<file path="src/rtl/seg7_pkg.sv">
// Shared 7-segment constants: active-low glyph table (bit order g..a),
// dash/blank patterns and helpers used by the scan driver and converter.
package seg7_pkg;

  localparam logic [6:0] SEG_DASH  = 7'b0111111;
  localparam logic [6:0] SEG_BLANK = 7'b1111111;

  // Entry [d] is the glyph for hex digit d.
  localparam logic [15:0][6:0] GLYPH_TAB = {
    7'b0001110, 7'b0000110, 7'b0100001, 7'b1000110,
    7'b0000011, 7'b0001000, 7'b0010000, 7'b0000000,
    7'b1111000, 7'b0000010, 7'b0010010, 7'b0011001,
    7'b0110000, 7'b0100100, 7'b1111001, 7'b1000000
  };

  function automatic logic [6:0] digit_glyph(input logic [3:0] d);
    return GLYPH_TAB[d];
  endfunction

  // ceil(w * 0.302) + 1 BCD digits, in integer arithmetic.
  function automatic int bcd_digits(input int w);
    return (w * 302 + 999) / 1000 + 1;
  endfunction

endpackage

</file>
<file path="src/rtl/bin2bcd_seq.sv">
// Sequential double-dabble binary-to-BCD converter, one input bit per cycle.
// done pulses for one cycle once the last bit has been shifted in.
import seg7_pkg::*;

module bin2bcd_seq #(
  parameter int DATA_W = 16,
  parameter int BCD_D  = bcd_digits(DATA_W)
) (
  input  logic                 clk,
  input  logic                 rst_n,
  input  logic                 start,
  input  logic [DATA_W-1:0]    din,
  output logic                 busy,
  output logic                 done,
  output logic [BCD_D*4-1:0]   bcd
);

  localparam int CNT_W = $clog2(DATA_W + 1);

  logic [DATA_W-1:0]  sh_q, sh_d;
  logic [BCD_D*4-1:0] bcd_q, bcd_d, adj;
  logic [CNT_W-1:0]   cnt_q, cnt_d;
  logic               busy_q, busy_d, done_q, done_d;

  always_comb begin
    adj = bcd_q;
    for (int i = 0; i < BCD_D; i++)
      if (adj[i*4 +: 4] >= 4'd5) adj[i*4 +: 4] = adj[i*4 +: 4] + 4'd3;
    sh_d   = sh_q;
    bcd_d  = bcd_q;
    cnt_d  = cnt_q;
    busy_d = busy_q;
    done_d = 1'b0;
    if (start && !busy_q) begin
      sh_d   = din;
      bcd_d  = '0;
      cnt_d  = CNT_W'(DATA_W);
      busy_d = 1'b1;
    end else if (busy_q) begin
      bcd_d = {adj[BCD_D*4-2:0], sh_q[DATA_W-1]};
      sh_d  = sh_q << 1;
      cnt_d = cnt_q - CNT_W'(1);
      if (cnt_q == CNT_W'(1)) begin
        busy_d = 1'b0;
        done_d = 1'b1;
      end
    end
  end

  always_ff @(posedge clk or negedge rst_n) begin
    if (!rst_n) begin
      sh_q   <= '0;
      bcd_q  <= '0;
      cnt_q  <= '0;
      busy_q <= 1'b0;
      done_q <= 1'b0;
    end else begin
      sh_q   <= sh_d;
      bcd_q  <= bcd_d;
      cnt_q  <= cnt_d;
      busy_q <= busy_d;
      done_q <= done_d;
    end
  end

  assign busy = busy_q;
  assign done = done_q;
  assign bcd  = bcd_q;

endmodule

</file>
<file path="src/rtl/seg7_scan_driver.sv">
// Multiplexed 7-segment driver: latches a value, converts it to hex or BCD
// digits, and scans the digits out with live leading-zero blanking.
import seg7_pkg::*;

module seg7_scan_driver #(
  parameter int N_DIGITS = 4,
  parameter int DATA_W   = 16,
  parameter int SCAN_DIV = 50000
) (
  input  logic                clk,
  input  logic                rst_n,
  input  logic                load,
  input  logic [DATA_W-1:0]   value,
  input  logic                dec_mode,
  input  logic                lz_blank,
  output logic                busy,
  output logic                overflow,
  output logic [6:0]          seg,
  output logic [N_DIGITS-1:0] dig_en
);

  localparam int BCD_D = bcd_digits(DATA_W);
  localparam int EXT_D = (BCD_D > N_DIGITS) ? BCD_D : N_DIGITS;
  localparam int EXT_W = EXT_D * 4;
  localparam int IDX_W = (N_DIGITS > 1) ? $clog2(N_DIGITS) : 1;
  localparam int CNT_W = $clog2(SCAN_DIV);

  logic                  busy_q, busy_d, mode_q, mode_d, ovf_q, ovf_d;
  logic [DATA_W-1:0]     val_q, val_d;
  logic [N_DIGITS*4-1:0] disp_q, disp_d, upper;
  logic [CNT_W-1:0]      cnt_q, cnt_d;
  logic [IDX_W-1:0]      idx_q, idx_d;
  logic [6:0]            seg_q, seg_d;
  logic [N_DIGITS-1:0]   dig_en_q, dig_en_d;
  logic                  start, conv_done, conv_busy_unused;
  logic [BCD_D*4-1:0]    conv_bcd;
  logic [EXT_W-1:0]      cand;

  assign start = load && !busy_q;

  bin2bcd_seq #(.DATA_W(DATA_W), .BCD_D(BCD_D)) u_bcd (
    .clk   (clk),
    .rst_n (rst_n),
    .start (start && dec_mode),
    .din   (value),
    .busy  (conv_busy_unused),
    .done  (conv_done),
    .bcd   (conv_bcd)
  );

  // Display register and overflow only change together, when busy drops.
  always_comb begin
    cand   = mode_q ? EXT_W'(conv_bcd) : EXT_W'(val_q);
    busy_d = busy_q;
    mode_d = mode_q;
    val_d  = val_q;
    disp_d = disp_q;
    ovf_d  = ovf_q;
    if (start) begin
      busy_d = 1'b1;
      mode_d = dec_mode;
      val_d  = value;
    end else if (busy_q && (!mode_q || conv_done)) begin
      busy_d = 1'b0;
      disp_d = cand[N_DIGITS*4-1:0];
      ovf_d  = |(cand >> (N_DIGITS * 4));
    end
  end

  // Outputs are built from next-state index/display so seg and dig_en
  // switch on the same edge as the index itself.
  always_comb begin
    cnt_d = cnt_q + CNT_W'(1);
    idx_d = idx_q;
    if (cnt_q == CNT_W'(SCAN_DIV - 1)) begin
      cnt_d = '0;
      idx_d = (idx_q == IDX_W'(N_DIGITS - 1)) ? '0 : idx_q + IDX_W'(1);
    end
    upper = disp_d >> (4 * idx_d);
    if (ovf_d)
      seg_d = SEG_DASH;
    else if (lz_blank && idx_d != '0 && upper == '0)
      seg_d = SEG_BLANK;
    else
      seg_d = digit_glyph(upper[3:0]);
    dig_en_d = ~(N_DIGITS'(1) << idx_d);
  end

  always_ff @(posedge clk or negedge rst_n) begin
    if (!rst_n) begin
      busy_q   <= 1'b0;
      mode_q   <= 1'b0;
      val_q    <= '0;
      disp_q   <= '0;
      ovf_q    <= 1'b0;
      cnt_q    <= '0;
      idx_q    <= '0;
      seg_q    <= SEG_BLANK;
      dig_en_q <= '1;
    end else begin
      busy_q   <= busy_d;
      mode_q   <= mode_d;
      val_q    <= val_d;
      disp_q   <= disp_d;
      ovf_q    <= ovf_d;
      cnt_q    <= cnt_d;
      idx_q    <= idx_d;
      seg_q    <= seg_d;
      dig_en_q <= dig_en_d;
    end
  end

  assign busy     = busy_q;
  assign overflow = ovf_q;
  assign seg      = seg_q;
  assign dig_en   = dig_en_q;

endmodule

</file>
<file path="config.mk">
export PLATFORM = sky130hd
export DESIGN_NAME = seg7_scan_driver
export DESIGN_NICKNAME = d
export VERILOG_FILES = /design/src/rtl/seg7_pkg.sv /design/src/rtl/bin2bcd_seq.sv /design/src/rtl/seg7_scan_driver.sv
export SDC_FILE = /design/constraint.sdc
export NUM_CORES = 1
export LEC_CHECK = 0
export BUFFER_PORTS_ARGS = -buffer_cell sky130_fd_sc_hd__buf_2
export CORE_ASPECT_RATIO = 0.7
export CORE_MARGIN = 2
export CORE_UTILIZATION = 35
export CTS_CLUSTER_SIZE = 8
export DETAILED_ROUTE_END_ITERATION = 8
export PLACE_DENSITY_LB_ADDON = 0.12
export SLEW_MARGIN = 20
export SYNTH_ARGS = -nofsm -noshare
export SYNTH_HDL_FRONTEND = slang
export SYNTH_SLANG_ARGS = --single-unit
</file>
<file path="constraint.sdc">
create_clock -name clk -period 4.63 [get_ports clk]
set_input_delay 0 -clock clk [delete_from_list [all_inputs] [get_ports clk]]
set_output_delay 0 -clock clk [all_outputs]
set_load 0.02 [all_outputs]
</file>
==> out/results.txt, run 1 <==
# clock sinks -> 111
Drt via density -> 5.02
Flops & latches, synth -> 111
Final Setup Violations -> 0
CTS root buffer -> clkbuf_16
Most common cell in the netlist -> dfrtp_1
Most used DFF post-synth -> dfrtp_1
Maximum VDD drop -> 0.280 mV
DRT Pass-1 Iters -> 4
GP Congestion -> 0.844
Chip Width -> 156 µm
Power after layout -> 4.29 mW
Number of port buffers -> 33
Layout cells sized above 1 -> 16.9%
Synth top area cells -> dfrtp_1 44%, mux2i_1 7.4%, nand2_1 5.3%
First-pass GRT wire length -> 21.4 mm
Pwr per Cell Area -> 656 nW/µm²
Boundary pin count -> 34
Design area -> 6540 µm²
Min cycle time layout -> 3.80 ns
Status -> complete, no violations
Synth area leader -> dfrtp_1
Vias in the first global route -> 4073
Num CTS Buffers -> 9
N_diodes -> 0
Crit path to -> seg[5]
Hold Crit Class -> input pin to flip-flop
Crit path launch -> cnt_q[7]
Register area share after synthesis -> 49.2%
Final setup TNS -> 0 ns
Post-synth top cells -> 100 x dfrtp_1, 80 x nand2_1, 42 x mux2i_1
Syn Area/Cell -> 10.3 µm²
Max-cap viol count -> 0
Final worst path period share -> 82.0%
RSZ-0062 raised after global routing -> false
Pin count of the biggest net entering global routing -> 65
Max Fclk -> 263 MHz
Antenna viol nets, final -> 0
Worst hold slack -> 0.113 ns
Crit path launch type -> flip-flop
FFs w/ async S/R, synth -> 100%
Routed len/inst -> 15.6 µm
Die Y -> 111 µm
TritonCTS clock tree -> done
P_leak -> 2.95 nW
Fin. max-slew vios -> 0
Post-layout nets -> 642
Placed cell area -> 6070 µm²
Area grow syn2layout -> 15.1%
Total number of vias -> 4034
Crit path DAT -> 4.04 ns
Reg2reg start -> cnt_q[7]
# rows -> 38
Syn_nets -> 596
Drt drc -> 0
Post-synthesis cell area -> 5680 µm²
DR iter-0 viols -> 255
Crit. End Element -> flip-flop
Ys Warns -> 0
Worst-Margin Slew -> 0.786 ns
Initial antenna violation count -> 0
Clock transition at path regs -> 0.08 ns
Worst R2R Setup Slack -> 0.83 ns
Initial Utilization -> 36.2%
Yosys top cell area share -> 44.1%
Reg2Reg Depth -> 11
Gate Count Post-Synth -> 553
Final hold violations -> 0
Crit Path Class -> flip-flop to flip-flop
Fin util -> 41.7%
FF-to-FF End -> seg[5]
Worst Clk Skew -> 0.00894 ns
Hpwl dp -> 8.75 mm
Worst skew pair latency -> 0.34 ns
Die area -> 17300 µm²
Final WL -> 12.5 mm
Remaining global-route overflow -> 0
CTS HTree Levels -> 3
Fill cell count -> 1517
CP Max Fanout -> 16
CP Data Required Time -> 4.87 ns
Core area -> 15700 µm²
Clock Path Buffers -> 2
Library cells used by synthesis -> 47
Post-synth EDFFs -> 0
GRT Overall Usage -> 15.3%
Max-Slew Margin vs Limit -> 47.6%
Hold Path Cell Cnt -> 5
worst min path at each step:
| stage | startpoint | to | slack, ns |
|---|---|---|---|
| 2_1_floorplan | rst_n | busy | -0.30 |
| 3_3_place_gp | rst_n | idx_q[1] | 0.13 |
| 3_5_place_dp | rst_n | idx_q[1] | 0.13 |
| 4_1_cts | lz_blank | seg[6] | 0.1 |
| 5_1_grt | lz_blank | seg[6] | 0.16 |
| 6_report | lz_blank | seg[6] | 0.11 |
power by group:
group / switching (mW) / total (mW) / internal, mW
Clock: 0.364 / 0.750 / 0.386
Combinational: 1.09 / 1.91 / 0.827
Sequential: 0.276 / 1.62 / 1.35
Total: 1.73 / 4.29 / 2.56
cell type report:
class | count | area (µm²) | area share [%]
Multi-Input combinational cell | 389 | 2690 | 41.1
Tap cell | 200 | 250 | 3.83
Sequential cell | 111 | 2790 | 42.7
Inverter | 28 | 106 | 1.63
Clock inverter | 5 | 41.3 | 0.632
Timing Repair Buffer | 60 | 415 | 6.36
Clock buffer | 11 | 243 | 3.71
timing repair:
action,in CTS,in global routing
endpoints found under the setup margin,0,0
hold buffers,18,0
buffers inserted,0,0
endpoints found under the hold margin,81,0
resized for setup,0,0
per-layer routing:
layer,up-vias,global-route usage (%),part of all wire (%)
met3,12,2.94,2.7
met1,1957,24.4,56
met4,0,3.18,1.1
met5,-,0,0
li1,2012,-,-
met2,53,21.1,40
stage by stage:
step,setup WS [ns],cells
2_1_floorplan,1.18,553
3_3_place_gp,0.958,770
3_5_place_dp,0.841,770
4_1_cts,0.831,804
5_1_grt,0.586,804
6_report,0.831,804
cells in the final DEF (no fill, tap or decap), types with 2 or more instances in the layout:
cell type      instances
a21oi_1               36
a2bb2oi_1              8
a31oi_1                2
and3_1                 3
buf_2                 32
buf_4                 10
clkbuf_16              9
clkinvlp_4             2
dfrtp_1               99
dfstp_2               11
dlygate4sd3_1         18
ha_1                  22
inv_1                 26
inv_6                  2
mux2_2                21
mux2i_1               42
mux2i_2                2
nand2_1               80
nand2b_1               9
nand3_1               12
nor2_1                19
nor2_2                 2
nor2b_1                4
nor3_1                 5
nor3b_1               14
nor4_1                 4
nor4_4                 2
o21ai_0               39
o22ai_1                9
o31ai_1               13
or3_1                  2
xnor2_1               13
xor2_1                11
registers in the layout, summed over array words and instances (netlist names):
register / count
idx_q: 2
u_bcd.cnt_q: 5
mode_q: 1
seg: 7
val_q: 16
overflow: 1
u_bcd.busy: 1
busy: 1
cnt_q: 16
disp_q: 16
dig_en: 4
u_bcd.done: 1
u_bcd.sh_q: 16
u_bcd.bcd: 24
kinds of logic after synthesis:
family,Yosys count,synth area share (%)
simple gates,163,14.3
xor+xnor,24,3.70
flops,111,49.2
compound gates,113,11.7
buf+inv,53,3.59
mux,67,12.6
fa+ha+maj,22,4.85
critical path, cell delays in order (launching register included):
cell and delay (ns):
dfrtp_1 0.43, or4b_4 0.60, nor4_4 0.37, mux2i_2 0.24
buf_4 0.26, mux2_2 0.37, mux2i_1 0.40, ha_1 0.28
nand2_1 0.07, a211oi_1 0.41, a21oi_4 0.14, o311ai_0 0.13
No activity file was read; power rests on OpenSTA's default activity.
==> run 2, diff against run 1 <==
==> constraint.sdc (replaced) <==
create_clock -name clk -period 3.2 [get_ports clk]
set_input_delay 0 -clock clk [delete_from_list [all_inputs] [get_ports clk]]
set_output_delay 0 -clock clk [all_outputs]
set_load 0.02 [all_outputs]
==> out/results.txt, run 2 (synthesis results as in run 1) <==
Status -> complete, no violations
Crit-path leading delay family -> multiplexers
Die area -> 17300 µm²
P_leak -> 3.12 nW
Fin. max-slew vios -> 0
Comb pwr share -> 46.6%
P_int -> 3.98 mW
Crit path launch type -> flip-flop
Power share of the sequential group -> 35.4%
Pin count of the biggest net entering global routing -> 112
Fin util -> 43.8%
Post-layout nets -> 670
Crit path DAT -> 3.44 ns
Initial Utilization -> 36.2%
Min cycle time layout -> 3.16 ns
Number of flip-flops in the largest register -> 24
First-pass GRT wire length -> 21.8 mm
Net Sw Frac -> 39.1%
Crit. End Element -> flip-flop
# rows -> 38
Pwr per Cell Area -> 951 nW/µm²
Number of port buffers -> 33
GP Congestion -> 0.796
Sequential cell area -> 2790 µm²
Clock Path Buffers -> 2
Crit-path cells -> or4b_4, nor4_4, mux2i_4, buf_12, mux2_4, mux2i_4, inv_1, ha_2, mux2_2, mux2i_1, nand2_1
Clock transition at path regs -> 0.07 ns
Hold Crit Class -> input pin to flip-flop
Die Y -> 111 µm
Worst-Margin Slew -> 0.643 ns
Fill cell count -> 1507
DR iter-0 viols -> 220
Boundary pin count -> 34
Drt via density -> 4.92
Switch Pwr -> 2.55 mW
GRT Overall Usage -> 15.9%
Drt drc -> 0
Worst hold slack -> 0.0583 ns
DRT Pass-1 Iters -> 5
Remaining global-route overflow -> 0
Routed len/inst -> 15.4 µm
Final hold violations -> 0
Chip Width -> 156 µm
Maximum VDD drop -> 0.355 mV
Worst Clk Skew -> 0.00864 ns
Core area -> 15700 µm²
Final Setup Violations -> 0
Antenna viol nets, final -> 0
Clk network pwr share -> 18.1%
Initial antenna violation count -> 0
CTS HTree Levels -> 3
RSZ-0062 raised after global routing -> true
Multi-input gate area in the final layout -> 2760 µm²
CP Max Fanout -> 8
Final worst path period share -> 98.8%
CP max stage delay -> 0.56 ns
Hpwl dp -> 8.82 mm
Total number of vias -> 4086
N_diodes -> 0
Layout cells sized above 1 -> 22.2%
TritonCTS clock tree -> done
Max Fclk -> 316 MHz
CTS root buffer -> clkbuf_16
Num CTS Buffers -> 9
Final WL -> 12.8 mm
Area grow syn2layout -> 20.9%
Buf/Inv on CP -> 2
Vias in the first global route -> 4143
Finished Layout Cells -> 831
Commonest non-fill, non-tap cell in the layout -> dfrtp_1
Max-cap viol count -> 0
Most frequent CP cell -> mux2i_4
Placed instance count -> 790
Max-Slew Margin vs Limit -> 57.1%
Crit Path Class -> flip-flop to flip-flop
Worst skew pair latency -> 0.36 ns
Crit-path slowest cell -> or4b_4
# clock sinks -> 111
Commonest non-fill, non-tap cells in the layout -> 99 x dfrtp_1, 79 x nand2_1, 39 x mux2i_1
CP Data Required Time -> 3.48 ns
run 2: worst paths after layout:
check | start | end | slack [ns] | depth (start not counted)
worst max-delay path | cnt_q[7] | seg[3] | 0.04 | 11
max in group asynchronous | rst_n | overflow | 2.45 | 3
min in group asynchronous | rst_n | u_bcd.sh_q[0] | 0.22 | 3
worst min register to register | cnt_q[0] | cnt_q[0] | 0.47 | 1
worst max register to register | cnt_q[7] | seg[3] | 0.04 | 11
worst min-delay path | lz_blank | seg[6] | 0.06 | 5
run 2: power groups by stage:
stage | Clock, mW | Combinational, mW | Sequential (mW)
4_1_cts | 1.22 | 3.03 | 2.31
3_3_place_gp | 0 | 2.88 | 2.32
2_1_floorplan | 0 | 2.14 | 2.28
3_5_place_dp | 0 | 2.91 | 2.34
6_report | 1.18 | 3.04 | 2.31
5_1_grt | 1.28 | 3.46 | 2.39
run 2: final cells by class:
class | count | share of cell area, %
clock buffer | 13 | 3.94
inverter | 28 | 1.55
multi-input combinational | 389 | 40.2
timing repair buffer | 88 | 9.48
clock inverter | 2 | 0.565
tap | 200 | 3.64
sequential | 111 | 40.7
run 2: metrics by stage:
| step | setup slack, ns | cell area [µm²] | TNS, ns | power, mW |
|---|---|---|---|---|
| 2_1_floorplan | -0.00827 | 5710 | -0.00827 | 4.43 |
| 3_3_place_gp | 0.0120 | 6260 | 0 | 5.20 |
| 3_5_place_dp | -0.0896 | 6260 | -0.232 | 5.25 |
| 4_1_cts | 0.000454 | 6840 | 0 | 6.56 |
| 5_1_grt | -0.0972 | 6870 | -0.483 | 7.12 |
| 6_report | 0.0391 | 6870 | 0 | 6.53 |
run 2: worst min-delay path, cell delays in order:
cell and delay [ns]:
buf_2 0.11, nand2_2 0.07, a211oi_4 0.04, o21ai_1 0.11
a21oi_1 0.07
run 2: routing by layer:
metal / vias to the layer above / track usage [%] / share of wire (%)
met5: - / 0 / 0
met4: 0 / 2.57 / 0.67
met3: 7 / 4.36 / 3.7
met2: 57 / 22.1 / 40
met1: 1956 / 24.7 / 56
li1: 2066 / - / -
run 2: timing repair:
action	CTS	global route
setup buffers	6	2
gates cloned	0	0
hold buffers	18	0
resized for setup	7	5
endpoints found under the setup margin	7	7
endpoints found under the hold margin	133	0
pin swaps	6	5
==> run 3, diff against run 2 <==
--- a/config.mk
+++ b/config.mk
@@ -15,4 +15,5 @@
 export SLEW_MARGIN = 20
 export SYNTH_ARGS = -nofsm -noshare
 export SYNTH_HDL_FRONTEND = slang
+export SYNTH_HIERARCHICAL = 1
 export SYNTH_SLANG_ARGS = --single-unit
==> out/results.txt, run 3 <==
Design area -> 6770 µm²
Max Fclk -> 326 MHz
Crit path launch -> cnt_q[10]
Most common cell in the netlist -> dfrtp_1
Crit path launch type -> flip-flop
Number of port buffers -> 33
Initial antenna violation count -> 0
Crit-path slowest cell -> or3_4
# clock sinks -> 111
Min cycle time layout -> 3.07 ns
CP Data Required Time -> 3.46 ns
Initial Utilization -> 35.5%
Switch Pwr -> 2.66 mW
P_int -> 3.92 mW
Worst-Margin Slew -> 0.872 ns
Boundary pin count -> 34
Crit-path cells -> or3_4, nor4_4, mux2i_4, buf_12, mux2i_2, inv_1, ha_4, nand2_1, a21o_1, nor2_1, a21oi_2, o211ai_1
Final hold violations -> 0
Num CTS Buffers -> 9
Synth area leader -> dfrtp_1
Layout cells sized above 1 -> 21.1%
Vias in the first global route -> 4144
Core area -> 16200 µm²
Power share of the sequential group -> 35.1%
Placed cell area -> 6250 µm²
CP max stage delay -> 0.44 ns
FF-to-FF End -> seg[4]
CTS HTree Levels -> 3
First-pass GRT wire length -> 21.6 mm
Drt via density -> 4.93
Net Sw Frac -> 40.4%
Post-synth top cells -> 100 x dfrtp_1, 56 x nand2_1, 42 x o21ai_0
N_diodes -> 0
DR iter-0 viols -> 208
Antenna viol nets, final -> 0
Most used DFF post-synth -> dfrtp_1
P_leak -> 2.95 nW
# rows -> 39
Gate Count Post-Synth -> 543
Crit Path Class -> flip-flop to flip-flop
Commonest non-fill, non-tap cell in the layout -> dfrtp_1
Status -> complete, no violations
Commonest non-fill, non-tap cells in the layout -> 100 x dfrtp_1, 56 x nand2_1, 41 x o21ai_0
Max-Slew Margin vs Limit -> 41.8%
Clk network pwr share -> 15.7%
Fin. max-slew vios -> 0
RSZ-0062 raised after global routing -> true
TritonCTS clock tree -> done
Power after layout -> 6.58 mW
Crit path to -> seg[4]
Remaining global-route overflow -> 0
Die area -> 17500 µm²
Final worst path period share -> 95.8%
DRT Pass-1 Iters -> 4
Max-cap viol count -> 0
Final WL -> 12.7 mm
Flops & latches, synth -> 111
Register area share after synthesis -> 48.5%
CTS root buffer -> clkbuf_16
Pin count of the biggest net entering global routing -> 67
FFs w/ async S/R, synth -> 100%
Die Y -> 111 µm
Clock transition at path regs -> 0.07 ns
Chip Width -> 157 µm
Syn_nets -> 586
Reg2reg start -> cnt_q[10]
Crit path DAT -> 3.32 ns
Number of flip-flops in the largest register -> 24
Ys Warns -> 6
Worst hold slack -> 0.187 ns
GP Congestion -> 0.812
Area grow syn2layout -> 17.7%
Post-synthesis cell area -> 5760 µm²
Library cells used by synthesis -> 55
Fin util -> 41.8%
Post-synth EDFFs -> 0
Worst skew pair latency -> 0.35 ns
Clock Path Buffers -> 2
Total number of vias -> 4093
Final Setup Violations -> 0
Syn Area/Cell -> 10.6 µm²
Post-layout nets -> 644
Worst R2R Setup Slack -> 0.13 ns
Synth top area cells -> dfrtp_1 43%, mux2i_1 6.3%, dfstp_2 5.0%
Routed len/inst -> 15.3 µm
Maximum VDD drop -> 0.315 mV
GRT Overall Usage -> 15.8%
Yosys top cell area share -> 43.5%
Drt drc -> 0
Hpwl dp -> 8.89 mm
CP Max Fanout -> 17
Crit. End Element -> flip-flop
Comb pwr share -> 49.2%
Hold Crit Class -> input pin to flip-flop
Reg2Reg Depth -> 12
Pwr per Cell Area -> 972 nW/µm²
Worst Clk Skew -> 0.00569 ns
==> run 3: cell type report <==
| class | instances | area, µm² |
|---|---|---|
| fill | 1605 | 9430 |
| multi-input combinational | 382 | 2830 |
| sequential | 111 | 2790 |
| timing repair buffer | 71 | 517 |
| tap | 225 | 282 |
| clock buffer | 12 | 236 |
| inverter | 26 | 97.6 |
| clock inverter | 4 | 22.5 |
==> run 3: power by group through the flow <==
stage	Combinational (mW)	Clock (mW)	Sequential [mW]
after floorplan	2.33	0	2.31
after global placement	3.08	0	2.33
after detailed placement	3.11	0	2.34
after CTS	3.13	1.08	2.32
after global routing	3.62	1.14	2.38
final	3.24	1.03	2.31
==> run 3: routing by layer <==
layer	vias to the layer above	routed length (µm)	global-route usage, %
li1	2020	-	-
met1	2013	6790	23.3
met2	55	5440	23.1
met3	5	427	3.99
met4	0	72	3.82
met5	-	0	0
==> run 3: timing repair <==
action | in CTS | in global routing
gates resized for setup | 1 | 11
pin swaps | 0 | 3
hold buffers | 19 | 0
buffers inserted | 0 | 1
setup endpoints to repair | 2 | 7
hold endpoints to repair | 98 | 0
==> run 3: logic make-up (layout without fill, tap and decap cells) <==
| kind of cell | Yosys count | count (layout) | synth area share, % |
|---|---|---|---|
| AO/OA/AOI/OAI | 112 | 112 | 11.5 |
| AND/OR/NAND/NOR | 160 | 160 | 15.2 |
| buffers and inverters | 50 | 113 | 4.17 |
| XOR/XNOR | 22 | 22 | 3.35 |
| flip-flops | 111 | 111 | 48.5 |
| multiplexers | 66 | 66 | 12.5 |
| adder cells (fa/ha/maj) | 22 | 22 | 4.78 |
==> run 3: worst min path at each step <==
stage | start | end | slack (ns) | depth (start not counted)
finish | lz_blank | seg[6] | 0.19 | 6
global route | lz_blank | seg[6] | 0.20 | 6
CTS | lz_blank | seg[6] | 0.20 | 6
detailed placement | rst_n | u_bcd/sh_q[5] | 0.18 | 1
global placement | rst_n | u_bcd/sh_q[5] | 0.18 | 1
floorplan | rst_n | busy | -0.30 | 0
==> run 3: critical path, delay by kind of cell, from the launching register on <==
kind | cells | cell delay (ns)
muxes | 2 | 0.55
buffers and inverters | 2 | 0.31
and+or+nand+nor | 4 | 0.96
AOI/OAI and AO/OA | 3 | 0.54
DFF | 1 | 0.41
adders and majority gates | 1 | 0.19
==> run 3: per-stage QoR <==
stage               instances  worst slack [ns]  setup TNS (ns)
finish                    831             0.135               0
global route              831          -0.00490        -0.00490
CTS                       830            0.0178               0
detailed placement        795            0.0226               0
global placement          795             0.110               0
floorplan                 543          -0.00130        -0.00260
